[src/rtl/tkm_serial_add_seq.sv]
// ---------------------------------------------------------------------------
// tkm_serial_add_seq
//
// Bit-serial W-bit adder controller. One external half-adder cell
// (s = a ^ b, c = a & b) is time-shared across all operand bits. Each bit
// takes two passes through that cell to form a full-adder step:
//   PH0 : a[i] + b[i]      -> s1, c1
//   PH1 : s1   + carry     -> sum[i], carry' = c1 | c2
// The running carry is held in a flop between bits. An add takes 2W cycles
// of work plus one DONE cycle, and a new add can start straight from DONE.
//
// Ports
//   clk    : clock, all flops rising-edge
//   rst_n  : asynchronous active-low reset
//   start  : request, only looked at in IDLE or DONE
//   op_a   : operand A (W bits), captured on an accepted start
//   op_b   : operand B (W bits), captured on an accepted start
//   cin    : carry-in, captured on an accepted start
//   ha_a   : shared half-adder input A (decoded from state)
//   ha_b   : shared half-adder input B (decoded from state)
//   ha_s   : shared half-adder sum return (same cycle)
//   ha_c   : shared half-adder carry return (same cycle)
//   busy   : high while bits are being processed (PH0/PH1)
//   done   : one-cycle pulse; sum/cout are valid from this cycle
//   sum    : W-bit result, holds until a later add overwrites it
//   cout   : final carry-out, holds like sum
// ---------------------------------------------------------------------------
module tkm_serial_add_seq #(
  parameter int W     = 8,
  parameter int IDX_W = ($clog2(W) > 0) ? $clog2(W) : 1
) (
  input  logic         clk,
  input  logic         rst_n,
  input  logic         start,
  input  logic [W-1:0] op_a,
  input  logic [W-1:0] op_b,
  input  logic         cin,
  output logic         ha_a,
  output logic         ha_b,
  input  logic         ha_s,
  input  logic         ha_c,
  output logic         busy,
  output logic         done,
  output logic [W-1:0] sum,
  output logic         cout
);

  typedef enum logic [1:0] {
    S_IDLE = 2'd0,
    S_PH0  = 2'd1,
    S_PH1  = 2'd2,
    S_DONE = 2'd3
  } state_t;

  localparam logic [IDX_W-1:0] LAST_IDX = IDX_W'(W - 1);

  state_t             state_q, state_d;
  logic [W-1:0]       a_q, a_d;
  logic [W-1:0]       b_q, b_d;
  logic [W-1:0]       sum_q, sum_d;
  logic [IDX_W-1:0]   idx_q, idx_d;
  logic               carry_q, carry_d;
  logic               s1_q, s1_d;
  logic               c1_q, c1_d;
  logic               cout_q, cout_d;

  always_ff @(posedge clk or negedge rst_n) begin
    if (!rst_n) begin
      state_q <= S_IDLE;
      a_q     <= '0;
      b_q     <= '0;
      sum_q   <= '0;
      idx_q   <= '0;
      carry_q <= 1'b0;
      s1_q    <= 1'b0;
      c1_q    <= 1'b0;
      cout_q  <= 1'b0;
    end else begin
      state_q <= state_d;
      a_q     <= a_d;
      b_q     <= b_d;
      sum_q   <= sum_d;
      idx_q   <= idx_d;
      carry_q <= carry_d;
      s1_q    <= s1_d;
      c1_q    <= c1_d;
      cout_q  <= cout_d;
    end
  end

  always_comb begin
    state_d = state_q;
    a_d     = a_q;
    b_d     = b_q;
    sum_d   = sum_q;
    idx_d   = idx_q;
    carry_d = carry_q;
    s1_d    = s1_q;
    c1_d    = c1_q;
    cout_d  = cout_q;
    ha_a    = 1'b0;
    ha_b    = 1'b0;

    unique case (state_q)
      S_IDLE, S_DONE: begin
        // Clearing sum here keeps bits above idx at zero while busy.
        if (start) begin
          a_d     = op_a;
          b_d     = op_b;
          carry_d = cin;
          idx_d   = '0;
          sum_d   = '0;
          cout_d  = 1'b0;
          state_d = S_PH0;
        end else begin
          state_d = S_IDLE;
        end
      end
      S_PH0: begin
        ha_a    = a_q[idx_q];
        ha_b    = b_q[idx_q];
        s1_d    = ha_s;
        c1_d    = ha_c;
        state_d = S_PH1;
      end
      S_PH1: begin
        // The two half-adder carries can never both be 1, so OR is exact.
        ha_a         = s1_q;
        ha_b         = carry_q;
        sum_d[idx_q] = ha_s;
        carry_d      = c1_q | ha_c;
        if (idx_q == LAST_IDX) begin
          cout_d  = c1_q | ha_c;
          state_d = S_DONE;
        end else begin
          idx_d   = idx_q + 1'b1;
          state_d = S_PH0;
        end
      end
      default: state_d = S_IDLE;
    endcase
  end

  assign busy = (state_q == S_PH0) || (state_q == S_PH1);
  assign done = (state_q == S_DONE);
  assign sum  = sum_q;
  assign cout = cout_q;

endmodule
[config.mk]
export PLATFORM = sky130hd
export DESIGN_NAME = tkm_serial_add_seq
export DESIGN_NICKNAME = d
export VERILOG_FILES = /design/src/rtl/tkm_serial_add_seq.sv
export SDC_FILE = /design/constraint.sdc
export NUM_CORES = 1
export LEC_CHECK = 0
export CORE_MARGIN = 2
export CORE_UTILIZATION = 27
export DETAILED_ROUTE_END_ITERATION = 8
export GPL_TIMING_DRIVEN = 0
export HOLD_SLACK_MARGIN = 0.05
export PLACE_DENSITY = 0.58
export SETUP_SLACK_MARGIN = 0.15
export SLEW_MARGIN = 15
export SYNTH_ARGS = -nofsm -noshare
export SYNTH_HDL_FRONTEND = slang
export SYNTH_SLANG_ARGS = --single-unit
[constraint.sdc]
create_clock -name clk -period 2.1 [get_ports clk]
set_input_delay 0.21 -clock clk [delete_from_list [all_inputs] [get_ports clk]]
set_output_delay 0.21 -clock clk [all_outputs]
set_load 0.02 [all_outputs]
==> results of run 1 <==
-- cell usage after synthesis --
library cell	n	share of area [%]
nor2_1	5	1.1
a22o_1	13	6.8
buf_1	2	0.45
nor2b_1	1	0.38
mux2_2	27	18
nand2_1	9	2.0
buf_2	3	0.90
mux4_2	2	2.7
a21oi_1	1	0.30
o21ai_0	6	1.8
inv_1	5	1.1
nand3b_1	2	0.90
nor3b_1	2	0.90
mux2i_4	1	1.4
mux2i_1	8	4.8
buf_4	1	0.45
dfrtp_1	33	50
nor2b_4	1	0.83
nor3_1	1	0.30
ha_1	5	3.8
o22ai_1	1	0.38
nand3_1	1	0.30
clkbuf_1	2	0.45
-- final timing paths --
kind | start | endpoint | slack [ns]
worst min-delay path | rst_n | c1_q$_DFFE_PN0N_ | 0.41
max in group asynchronous | rst_n | a_q[3]$_DFFE_PN0P_ | 1.26
worst max register to register | state_q[0]$_DFF_PN0_ | idx_q[0]$_DFFE_PN0P_ | 0.23
worst min register to register | carry_q$_DFFE_PN0P_ | carry_q$_DFFE_PN0P_ | 0.50
min in group clk | carry_q$_DFFE_PN0P_ | carry_q$_DFFE_PN0P_ | 0.50
worst max-delay path | idx_q[0]$_DFFE_PN0P_ | ha_b | 0.13
-- per-layer routing --
layer / part of all wire (%) / global-route usage [%] / up-vias
met3: 5.0 / 3.913 / 4
met5: 0 / 0 / -
met2: 47 / 18.63 / 22
met1: 47 / 16.44 / 573
met4: 1.3 / 3.934 / 0
li1: - / - / 571
-- critical path, cell delays in order, from the launching register on --
cell	delay (ns)
dfrtp_1	0.40
buf_4	0.17
mux2i_1	0.12
mux4_2	0.51
o21ai_2	0.15
buf_6	0.13
-- through the flow --
| step | power [mW] | util, % | instances | hold WS, ns | instance area (um^2) |
|---|---|---|---|---|---|
| 5_1_grt | 2.975 | 38.05 | 255 | 0.4554 | 2266 |
| 4_1_cts | 2.789 | 37.84 | 255 | 0.4229 | 2253 |
| 3_5_place_dp | 2.236 | 35.61 | 242 | 0.1824 | 2121 |
| 2_1_floorplan | 1.856 | - | 132 | -0.08559 | 1664 |
| 3_3_place_gp | 2.184 | 35.23 | 241 | 0.4865 | 2098 |
| 6_report | 2.782 | 38.05 | 255 | 0.4073 | 2266 |
-- repair_timing --
item / CTS / global route
endpoints found under the setup margin: 14 / 12
hold endpoints to repair: 16 / 0
buffers inserted: 4 / 0
gates cloned: 1 / 0
hold buffers: 1 / 0
gates resized for setup: 18 / 6
pin swaps: 0 / 1
-- sequential cells by signal (all words and copies together) (netlist names) --
| register | count |
|---|---|
| carry_q | 1 |
| idx_q | 3 |
| sum | 8 |
| b_q | 8 |
| s1_q | 1 |
| cout | 1 |
| state_q | 2 |
| a_q | 8 |
| c1_q | 1 |
-- where the power goes --
part           internal [mW]  leakage [nW]  switching, mW
registers              0.865         0.416          0.124
logic                  0.681         0.521          0.628
clock network          0.260        0.0443          0.225
total                   1.81         0.981          0.977
-- cell type report --
type	count	area [um^2]
buffer	8	47.55
clock buffer	7	86.33
fill	617	3690
inverter	5	18.77
multi-input combinational	86	788.3
sequential	33	825.8
tap	75	93.84
timing repair buffer	41	405.4
-- kinds of logic after synthesis --
kind of cell	after synthesis	share of synthesized area, %
buffers and inverters	13	3.384
flip-flops	33	49.62
AO/OA/AOI/OAI	21	9.323
adder cells (fa/ha/maj)	5	3.759
AND/OR/NAND/NOR	22	6.766
multiplexers	38	27.14
==> impl_metrics.tcl, run 1 <==
set metrics [dict create \
    drv_cap 0 \
    clk_root_buffer_cell "clkbuf_8" \
    setup-violations-final 0 \
    cp_max_fo 4 \
    yosysWarnings 0 \
    cts_buffers 5 \
    antenna_found_initial 0 \
    irDropWorstVdd_mv 0.6470 \
    fmax_mhz 507.6 \
    cp-start-kind "register" \
    final_common_cell "dfrtp_1" \
    layout.nets 207 \
    drc 0 \
    num_antenna_cells 0 \
    routed-via-count 1170 \
    min_period_over_period_pct 93.81 \
    status "finished, final reports clean" \
    maxSlewHeadroom_pct 66.86 \
    clk_path_buf_depth 2 \
    setup_slack_ns 0.1300 \
    tightest_slew_ns 0.4971 \
    rsz0062_at_grt "true" \
    worstRegToRegCells 6 \
    area_growth_syn_to_layout_pct 36.17 \
    clkSinkCount 33 \
    clk_pin_slew_worst_paths_ns 0.07 \
    drt-vias-per-instance 4.588 \
    h-tree-depth 2 \
    cts_tree "yes" \
    min_path_type "primary input to async pin" \
    clk_latency_ns 0.28 \
    portBuffers 34 \
    grt_overflow 0 \
    post-place-ws_ns -0.2392 \
    initialDrtViolationCount 46 \
    wl_mm 3.586 \
    fp.dieW_um 82.51 \
    core_area_um2 5956 \
    slew_violations 0 \
    routedWlPerCell_um 14.06 \
    seq_area_frac_synth_pct 49.62 \
    top_level_ports 35 \
    fin_crit_ns 1.970 \
    syn-num-nets 159 \
    power.static_leakage_nw 0.9815 \
    dr.pass1.iters 4 \
    power.density_nw_per_um2 1228 \
    grt_pass1_wl_mm 6.085 \
    syn_avg_cell_area_um2 12.61 \
    rows 28 \
    detail-route-antenna-nets 0 \
    track_usage_pct 12.19 \
    die-area_um2 6807 \
    dp_hpwl_mm 2.555 \
    syn_inst 132 \
    grt_pass1_vias 1230 \
    yosysUniqueCellTypes 23 \
    hold_viol 0 \
    grt_max_degree 18 \
    netlist_area_um2 1664 \
    gp_congestion 0.6698 \
    end_kind "output pin" \
    tns_ns 0 \
    worstPathRequired_ns 1.89 \
    start_util_pct 27.94 \
    crit_arrival_ns 1.76 \
    final_cell_mix "dfrtp_1, clkdlybuf4s50_1, mux2_2" \
    yosys_register_bits 33 \
    path_class "register to output pin" \
    die_y_um 82.51 \
    layout-drive-gt1-share_pct 30.56 \
    skew_ns 0.007587 \
]
No activity file was read; power rests on OpenSTA's default activity.
==> inputs of run 2 (changes only) <==
--- a/config.mk
+++ b/config.mk
@@ -5,10 +5,10 @@
 export SDC_FILE = /design/constraint.sdc
 export NUM_CORES = 1
 export LEC_CHECK = 0
+export ABC_AREA = 1
 export CORE_MARGIN = 2
 export CORE_UTILIZATION = 27
 export DETAILED_ROUTE_END_ITERATION = 8
-export GPL_TIMING_DRIVEN = 0
 export HOLD_SLACK_MARGIN = 0.05
 export PLACE_DENSITY = 0.58
 export SETUP_SLACK_MARGIN = 0.15
==> constraint.sdc (replaced) <==
create_clock -name clk -period 2.1 [get_ports clk]
set_input_delay 0.21 -clock clk [delete_from_list [all_inputs] [get_ports clk]]
set_output_delay 0.21 -clock clk [all_outputs]
set_load 0.1 [all_outputs]
==> run 2 against run 1 <==
Utilization down 0.62 points. Combinational power grew 33%. Register-to-register slack better by 0.20 ns. Critical path depth up 2. Non-clock buffer count shrank 13. Cell count is 28% higher. Clock skew barely moved. First-iteration DRC count increased by 35%. Fmax is 8.4% higher. Clock power rose by 7.8%. Die area increased by 1.3%.
==> impl_metrics.tcl, run 2 <==
set metrics [dict create \
    start_util_pct 28.15 \
    gp_congestion 0.8381 \
    synthMuxAreaShare_pct 0 \
    clk_root_buffer_cell "clkbuf_8" \
    rsz0062_at_grt "false" \
    cp_max_fo 15 \
    maxSlewHeadroom_pct 71.98 \
    p_int_mw 1.713 \
    clk_pin_slew_worst_paths_ns 0.07 \
    whs_ns 0.3239 \
    setup-violations-final 0 \
    postCtsSetupBuffers 0 \
    post-place-ws_ns 0.3785 \
    crit_arrival_ns 1.61 \
    status "finished, final reports clean" \
    cp-start-kind "register" \
    end_kind "output pin" \
    synth_common_cells "nand2_1, dfrtp_1, o21ai_0, inv_1, nand3_1" \
    area_growth_syn_to_layout_pct 32.94 \
    switching_share_pct 47.16 \
    yosys_register_bits 33 \
    power.density_nw_per_um2 1446 \
    setup_slack_ns 0.2834 \
    rows 28 \
    fp.dieW_um 83.04 \
    grt_pass1_vias 1451 \
    netlist_area_um2 1687 \
    wl_mm 3.763 \
    top_level_ports 35 \
    drt-vias-per-instance 4.376 \
    switching_power_mw 1.529 \
    total_power_mw 3.242 \
    synthTopCellsByArea "dfrtp_1, nand2_1, o21ai_0, inv_1, nand3_1" \
    irDropWorstVdd_mv 0.6001 \
    die-area_um2 6895 \
    cts_tree "yes" \
    antenna_found_initial 0 \
    synth-xor-area-share_pct 0 \
    power.static_leakage_nw 1.086 \
    clkSinkCount 33 \
    yosysWarnings 0 \
    synth_compound_area_share_pct 13.13 \
    fmax_mhz 550.5 \
    seqPwrFrac_pct 30.3 \
    skew_ns 0.007222 \
    layout-drive-gt1-share_pct 17.86 \
    yosys.area_share.adder_pct 3.709 \
    seq_area_frac_synth_pct 48.96 \
    seqCellArea_um2 827.0 \
    synth_top_family_by_area "simple AND/OR/NAND/NOR gates" \
    yosysTopAreaCell "dfrtp_1" \
    syn-num-nets 241 \
    die_y_um 83.04 \
    routed-via-count 1431 \
    yosysUniqueCellTypes 19 \
    clockPowerShare_pct 16.1 \
    syn_inst 214 \
    h-tree-depth 2 \
    dp_hpwl_mm 2.775 \
    tns_ns 0 \
    nFillCells 611 \
    final_common_cell "nand2_1" \
    yosys.area_share.simple_pct 25.67 \
    clk_latency_ns 0.29 \
    stdcell_count 327 \
    grt_pass1_wl_mm 6.444 \
    routedWlPerCell_um 11.51 \
    cts_buffers 5 \
    r2r_start "state_q[0]$_DFF_PN0_" \
    detail-route-antenna-nets 0 \
    track_usage_pct 11.56 \
    core_area_um2 5991 \
    p_comb_share_pct 53.6 \
    placed_cells 319 \
    async_reset_ff_share_pct 100.0 \
    synth.most_common_cell "nand2_1" \
    startpoint "idx_q[0]$_DFFE_PN0P_" \
    yosysTopAreaCellShare_pct 48.96 \
    hold_viol 0 \
    clk_path_buf_depth 2 \
    worstPathRequired_ns 1.89 \
    drc 0 \
    min_path_type "primary input to async pin" \
    portBuffers 34 \
    path_class "register to output pin" \
    tightest_slew_ns 0.4203 \
    ys.flop_type "dfrtp_1" \
    dr.pass1.iters 4 \
    slew_violations 0 \
    num_antenna_cells 0 \
    fin_crit_ns 1.817 \
    multi_input_area_um2 757.0 \
    synth_edf_count 0 \
    drv_cap 0 \
    min_period_over_period_pct 86.51 \
    layout.nets 278 \
    grt_max_degree 34 \
    initialDrtViolationCount 62 \
    grt_overflow 0 \
    syn_avg_cell_area_um2 7.881 \
    final_cell_mix "nand2_1, dfrtp_1, o21ai_0" \
]
-- run 2: cell count changes after synthesis, moves of 3 or more --
cell	delta
nand2_1	+66
nor2_1	+7
inv_1	+16
a21oi_1	+4
o21ai_2	+4
mux2_2	-27
o21ai_0	+22
inv_2	+3
mux2i_1	-8
nand3_1	+13
a22o_1	-13
-- run 2: worst max-delay path, stage by stage, from the launching register on --
cell	delay (ns)
dfrtp_2	0.48
inv_4	0.16
nand2_1	0.07
nand3_1	0.09
nand2_1	0.05
o21ai_1	0.22
nand2_4	0.07
buf_12	0.17
-- run 2: cell type report --
class | count | area share [%]
flip-flops and latches | 33 | 36.89
clock buffers | 7 | 4.297
repair buffers | 36 | 16.07
well taps | 75 | 4.185
multi-input cells | 150 | 33.76
inverters | 25 | 4.576
clock inverters | 1 | 0.2232
-- run 2: power by group through the flow --
| stage | sequential [mW] | clock [mW] | combinational, mW |
|---|---|---|---|
| 2_1_floorplan | 1.07 | 0 | 1.21 |
| 3_3_place_gp | 0.981 | 0 | 1.69 |
| 3_5_place_dp | 0.988 | 0 | 1.70 |
| 4_1_cts | 0.984 | 0.547 | 1.75 |
| 5_1_grt | 1.01 | 0.566 | 1.93 |
| 6_report | 0.982 | 0.523 | 1.74 |
-- run 2: final timing paths --
kind | depth (start not counted) | slack (ns) | to
max | 7 | 0.28 | ha_a
min | 2 | 0.32 | idx_q[2]$_DFFE_PN0P_
max reg2reg | 7 | 0.43 | idx_q[1]$_DFFE_PN0P_
min reg2reg | 2 | 0.47 | c1_q$_DFFE_PN0N_
max in group asynchronous | 2 | 1.46 | idx_q[0]$_DFFE_PN0P_
min in group clk | 3 | 0.46 | b_q[4]$_DFFE_PN0P_
-- run 2: cells by family after synthesis --
group,Yosys count
buf+inv,31
compound gates,39
simple gates,106
flops,33
fa+ha+maj,5
-- run 2: timing repair --
| action | 4_1_cts | 5_1_grt |
|---|---|---|
| pin swaps | 0 | 0 |
| hold buffers | 0 | 0 |
| endpoints found under the setup margin | 2 | 1 |
| resized for setup | 5 | 1 |
-- run 2: per-stage QoR --
stage	utilization (%)	instance area [um^2]
floorplan	-	1718
detailed placement	35.46	2125
global route	37.43	2242
global placement	35.46	2125
CTS	37.43	2242
finish	37.43	2242
-- run 2: routing by layer --
layer,vias to the layer above,global-route usage (%),part of all wire (%)
li1,746,-,-
met1,660,13.60,46
met2,21,19.87,49
met3,4,3.280,3.5
met4,0,4.471,1.7
met5,-,0,0
==> inputs of run 3 (changes only) <==
--- a/config.mk
+++ b/config.mk
@@ -6,10 +6,11 @@
 export NUM_CORES = 1
 export LEC_CHECK = 0
 export ABC_AREA = 1
+export CAP_MARGIN = 25
 export CORE_MARGIN = 2
 export CORE_UTILIZATION = 27
 export DETAILED_ROUTE_END_ITERATION = 8
-export HOLD_SLACK_MARGIN = 0.05
+export HOLD_SLACK_MARGIN = 0.08
 export PLACE_DENSITY = 0.58
 export SETUP_SLACK_MARGIN = 0.15
 export SLEW_MARGIN = 15
==> results of run 3 <==
The final DEF is identical to that of run 2; final timing and power are the same.
